$ cat config.mk
export PLATFORM = sky130hd
export DESIGN_NAME = seg_scan_ctrl
export DESIGN_NICKNAME = d
export VERILOG_FILES = /design/src/rtl/seg_scan_ctrl.sv
export SDC_FILE = /design/constraint.sdc
export NUM_CORES = 1
export LEC_CHECK = 0
export CORE_MARGIN = 1.5
export CORE_UTILIZATION = 50
export DETAILED_ROUTE_END_ITERATION = 12
export PLACE_DENSITY = 0.82
export SETUP_SLACK_MARGIN = 0.3
export SYNTH_ARGS = -nofsm -noshare
export SYNTH_HDL_FRONTEND = slang
export SYNTH_SLANG_ARGS = --single-unit
$ cat constraint.sdc
create_clock -name clk -period 4.8 [get_ports clk]
set_input_delay 0.96 -clock clk [delete_from_list [all_inputs] [get_ports clk]]
set_output_delay 0.96 -clock clk [all_outputs]
set_load 0.01 [all_outputs]
$ cat src/rtl/seg_scan_ctrl.sv
// Four-digit seven-segment scan scheduler: blank gap + dwell slot per digit, frame-synchronous BCD load.
// Optional per-digit decimal point output enabled by defining SEG_SCAN_DP_EN.
module seg_scan_ctrl #(
  parameter int DWELL_CYCLES = 100000,
  parameter int BLANK_CYCLES = 2000
) (
  input  logic        clk,
  input  logic        reset_n,
  input  logic        enable,
  input  logic        lzb_en,
  input  logic [3:0]  digit_mask,
  input  logic [15:0] value_in,
  input  logic        load_req,
`ifdef SEG_SCAN_DP_EN
  input  logic [3:0]  dp_in,
  output logic        dp_n,
`endif
  output logic        load_ack,
  output logic [3:0]  anodes,
  output logic [3:0]  digit,
  output logic [1:0]  digit_idx,
  output logic        frame_done
);

  localparam int MAX_CYC = (DWELL_CYCLES > BLANK_CYCLES) ? DWELL_CYCLES : BLANK_CYCLES;
  localparam int CNT_W   = (MAX_CYC > 1) ? $clog2(MAX_CYC) : 1;
  localparam logic [CNT_W-1:0] BLANK_LAST = CNT_W'(BLANK_CYCLES - 1);
  localparam logic [CNT_W-1:0] DWELL_LAST = CNT_W'(DWELL_CYCLES - 1);

  typedef enum logic [1:0] {ST_OFF, ST_BLANK, ST_SHOW} state_t;

  state_t            state_q, state_d;
  logic [CNT_W-1:0]  cnt_q, cnt_d;
  logic [1:0]        idx_q, idx_d;
  logic [15:0]       shadow_q, shadow_d;
  logic [3:0]        anodes_q, anodes_d;
  logic [3:0]        digit_q, digit_d;
  logic              ack_q, ack_d;
  logic              frame_q, frame_d;
  logic              take_load, enter_blank;
  logic [3:0]        nib_zero, lead_zero;
  logic              suppress;
`ifdef SEG_SCAN_DP_EN
  logic [3:0]        dp_shadow_q, dp_shadow_d;
  logic              dp_n_q, dp_n_d;
`endif

  always_comb begin
    state_d     = state_q;
    cnt_d       = cnt_q + CNT_W'(1);
    idx_d       = idx_q;
    shadow_d    = shadow_q;
    digit_d     = digit_q;
    ack_d       = 1'b0;
    frame_d     = 1'b0;
    take_load   = 1'b0;
    enter_blank = 1'b0;
`ifdef SEG_SCAN_DP_EN
    dp_shadow_d = dp_shadow_q;
`endif
    if (!enable) begin
      state_d = ST_OFF;
      cnt_d   = '0;
      idx_d   = 2'd0;
      // Loads while parked are still honoured, but only after the previous ack has dropped.
      if (state_q == ST_OFF) take_load = load_req && !ack_q;
    end else begin
      case (state_q)
        ST_OFF: begin
          state_d     = ST_BLANK;
          cnt_d       = '0;
          idx_d       = 2'd0;
          frame_d     = 1'b1;
          enter_blank = 1'b1;
          take_load   = load_req && !ack_q;
        end
        ST_BLANK: begin
          if (cnt_q == BLANK_LAST) begin
            state_d = ST_SHOW;
            cnt_d   = '0;
          end
        end
        ST_SHOW: begin
          if (cnt_q == DWELL_LAST) begin
            state_d     = ST_BLANK;
            cnt_d       = '0;
            idx_d       = idx_q + 2'd1;
            enter_blank = 1'b1;
            if (idx_q == 2'd3) begin
              frame_d   = 1'b1;
              take_load = load_req && !ack_q;
            end
          end
        end
        default: begin
          state_d = ST_BLANK;
          cnt_d   = '0;
        end
      endcase
    end
    if (take_load) begin
      shadow_d = value_in;
      ack_d    = 1'b1;
`ifdef SEG_SCAN_DP_EN
      dp_shadow_d = dp_in;
`endif
    end
    // Digit code is frozen at slot start so the decoder input never changes mid-slot.
    if (enter_blank) digit_d = shadow_d[{idx_d, 2'b00} +: 4];
  end

  genvar gi;
  generate
    for (gi = 0; gi < 4; gi++) begin : g_nib
      assign nib_zero[gi] = (shadow_d[4*gi +: 4] == 4'h0);
      if (gi == 3) begin : g_top
        assign lead_zero[gi] = nib_zero[gi];
      end else begin : g_low
        assign lead_zero[gi] = nib_zero[gi] & lead_zero[gi+1];
      end
    end
  endgenerate

  always_comb begin
    suppress = digit_mask[idx_d] | (lzb_en && (idx_d != 2'd0) && lead_zero[idx_d]);
    anodes_d = 4'b1111;
    if (state_d == ST_SHOW && !suppress) anodes_d = ~(4'b0001 << idx_d);
`ifdef SEG_SCAN_DP_EN
    dp_n_d = 1'b1;
    if (state_d == ST_SHOW && !suppress) dp_n_d = ~dp_shadow_d[idx_d];
`endif
  end

  always_ff @(posedge clk or negedge reset_n) begin
    if (!reset_n) begin
      state_q  <= ST_BLANK;
      cnt_q    <= '0;
      idx_q    <= 2'd0;
      shadow_q <= 16'h0000;
      anodes_q <= 4'b1111;
      digit_q  <= 4'd0;
      ack_q    <= 1'b0;
      frame_q  <= 1'b0;
`ifdef SEG_SCAN_DP_EN
      dp_shadow_q <= 4'd0;
      dp_n_q      <= 1'b1;
`endif
    end else begin
      state_q  <= state_d;
      cnt_q    <= cnt_d;
      idx_q    <= idx_d;
      shadow_q <= shadow_d;
      anodes_q <= anodes_d;
      digit_q  <= digit_d;
      ack_q    <= ack_d;
      frame_q  <= frame_d;
`ifdef SEG_SCAN_DP_EN
      dp_shadow_q <= dp_shadow_d;
      dp_n_q      <= dp_n_d;
`endif
    end
  end

  assign anodes     = anodes_q;
  assign digit      = digit_q;
  assign digit_idx  = idx_q;
  assign load_ack   = ack_q;
  assign frame_done = frame_q;
`ifdef SEG_SCAN_DP_EN
  assign dp_n = dp_n_q;
`endif

endmodule
==> results_dict.tcl <==
set metrics [dict create \
    ys_types 41 \
    whs_ns 0.458 \
    drc_errors 0 \
    drive_gt1_share_pct 9.89 \
    path_class "in2reg" \
    p_leak_nw 1.26 \
    viasPerCell 5.81 \
    clk_latency_ns 0.30 \
    clockBufferDepth 2 \
    rr_worst_depth 7 \
    synth_area_leaders "dfrtp_1 (41%), o211ai_1 (6.7%), dfstp_2 (5.1%)" \
    die_area_sq_mm 0.00560 \
    grt_pass1_vias 1910 \
    placeableCoreArea_sq_mm 0.00485 \
    rsz0062_at_grt "no" \
    synthFlopType "dfrtp_1" \
    finClkSkew_ns 0.00538 \
    worstReg2RegEnd "anodes[2]" \
    cts_sinks 47 \
    postSynthCellCount 249 \
    required_ns 4.99 \
    drt_pass1_iterations 4 \
    port-buffer-count 36 \
    routed_wl_microns 5580 \
    cts_setup_buffers 0 \
    tns_ns 0 \
    p_int_mw 0.619 \
    grt_overflow 0 \
    die_y_microns 74.8 \
    gp_congestion 0.837 \
    outcome "complete, no violations" \
    drv_cap 0 \
    worst-slew-pin-transition_ns 1.04 \
    die_w_microns 74.8 \
    start_util_pct 53.2 \
    cts_buffers 5 \
    async_flop_share_pct 100 \
    power_frac_seq_pct 53.7 \
    ys_seq_elements 47 \
    htree_levels 2 \
    finalCritPeriodShare_pct 71.9 \
    grt_max_degree 48 \
    track_usage_pct 21.3 \
    critPathArrivalTime_ns 3.64 \
    ys_warn_count 0 \
    p_sw_mw 0.219 \
    cp_max_fo 28 \
    synth_area_leader_cell "dfrtp_1" \
    cts-root-buf "clkbuf_8" \
    dp_cells 343 \
    setup.worst_path.end "anodes[2]" \
    min_period_ns 3.45 \
    syn_nets 279 \
    max-slew-margin-rel_pct 30.5 \
    combPwrFrac_pct 17.2 \
    holdBufCountCts 0 \
    area_growth_pct 18.2 \
    syn_avg_cell_area_sq_um 10.4 \
    synth_edf_count 0 \
    ant_nets 0 \
    synth_most_common_cell "dfrtp_1" \
    setup_viol 0 \
    netlist.area_leader.share_pct 40.7 \
    cts_tree "yes" \
    switching_share_pct 26.1 \
    r2r-start "state_q[0]" \
    crit_chain "clkdlybuf4s50_1 -> nand4_1 -> o21a_1 -> mux2_4 -> a211oi_2 -> o2111ai_1" \
    diodes 0 \
    vias 2034 \
    cts_resized 0 \
    rows 25 \
    max_freq_ghz 0.290 \
    slowest_delay_ns 0.77 \
    r2r_slack_ns 1.79 \
    syn_area_sq_mm 0.00258 \
    routedWlPerCell_microns 16.0 \
    dpl.hpwl_microns 4030 \
    nets 313 \
    place_area_sq_mm 0.00296 \
    netlist_top_cells_count "dfrtp_1 (42), nor2_1 (24), o211ai_1 (23)" \
    start_kind "primary input" \
    cp-end-kind "flip-flop" \
    clkTransAtPathRegs_ns 0.08 \
    final_cell_count_no_fill 350 \
    power_mw 0.839 \
    maxSlewViolCount 0 \
    final_cell_area_sq_mm 0.00305 \
    power.density_mw_per_mm2 275 \
    critPathLaunch "enable" \
    finalHoldViolations 0 \
    grt_pass1_wl_microns 8930 \
    ys_seq_area_share_pct 45.8 \
    min_path_type "reg2reg" \
    crit_slowest_cell "clkdlybuf4s50_1" \
    io_pins 37 \
    peakVddDrop_mv 0.203 \
    grt_antenna_before_repair 0 \
    clkPwrFrac_pct 29.1 \
    first_iter_violations 203 \
]
==> critical path: cells and delay by family <==
kind | cells | cell delay, ns
AOI/OAI and AO/OA | 3 | 1.01
buffers and inverters | 1 | 0.77
muxes | 1 | 0.46
and+or+nand+nor | 1 | 0.43
==> kinds of logic (layout without fill, tap and decap cells) <==
family          count (synthesis)  in the layout  share of synthesized area [%]
xor+xnor                       16             16                           5.43
fa+ha+maj                       5              5                           2.42
buf+inv                        26             60                           4.70
mux                            14             14                           6.50
compound gates                 48             48                           13.8
flops                          47             47                           45.8
simple gates                   93             93                           21.3
==> cell usage in the layout (no fill, tap or decap), types with 2 or more instances in the layout <==
cell type / count
a21oi_1: 2
a22o_1: 2
and2_1: 3
and3_1: 5
and4_1: 5
clkbuf_8: 6
clkdlybuf4s50_1: 35
dfrtp_1: 42
dfstp_2: 5
ha_1: 5
inv_1: 17
mux2_2: 6
mux2_4: 4
mux2i_1: 4
nand2_1: 13
nand3_1: 14
nand4_1: 13
nand4b_1: 2
nor2_1: 24
nor2b_1: 2
nor4_1: 6
nor4b_4: 2
o2111ai_1: 2
o211ai_1: 23
o21a_1: 2
o21ai_0: 9
xnor2_1: 6
xor2_1: 10
==> worst min-delay path by stage <==
stage	end	cells past startpoint	start
5_1_grt	cnt_q[0]	1	cnt_q[0]
4_1_cts	cnt_q[0]	1	cnt_q[0]
3_5_place_dp	cnt_q[0]	1	cnt_q[0]
3_3_place_gp	cnt_q[0]	1	cnt_q[0]
2_1_floorplan	cnt_q[0]	1	cnt_q[0]
6_report	cnt_q[0]	1	cnt_q[0]
==> power groups by stage <==
stage               combinational [mW]  clock, mW  sequential [mW]
finish                           0.144      0.244            0.451
global route                     0.158      0.262            0.454
detailed placement               0.144          0            0.458
floorplan                       0.0795          0            0.457
CTS                              0.145      0.250            0.450
global placement                 0.140          0            0.457
==> registers in the layout, summed over array words and instances, names as in the netlist <==
register,cells
digit,4
shadow_q,16
state_q,2
cnt_q,17
frame_done,1
load_ack,1
anodes,4
digit_idx,2
==> metal layers <==
| layer | track usage (%) | wire length (microns) | vias to the layer above |
|---|---|---|---|
| li1 | - | - | 983 |
| met1 | 31.5 | 2690 | 985 |
| met2 | 31.9 | 2580 | 62 |
| met3 | 4.42 | 263 | 4 |
| met4 | 5.86 | 46 | 0 |
| met5 | 0 | 0 | - |
==> area by class of cell <==
type | instances | area, sq um
fillers | 414 | 1800
multi-input cells | 176 | 1280
flip-flops and latches | 47 | 1180
repair buffers | 36 | 355
well taps | 67 | 83.8
clock buffers | 6 | 82.6
inverters | 17 | 63.8
clock inverters | 1 | 5.00
==> per-stage QoR <==
| stage | utilization, % | setup slack [ns] |
|---|---|---|
| after global placement | 61.1 | 1.14 |
| after CTS | 62.9 | 1.40 |
| after global routing | 62.9 | 1.20 |
| after detailed placement | 61.1 | 1.08 |
| final | 62.9 | 1.35 |
| after floorplan | - | 2.28 |
Note: power is estimated with default switching activity, not from simulation.
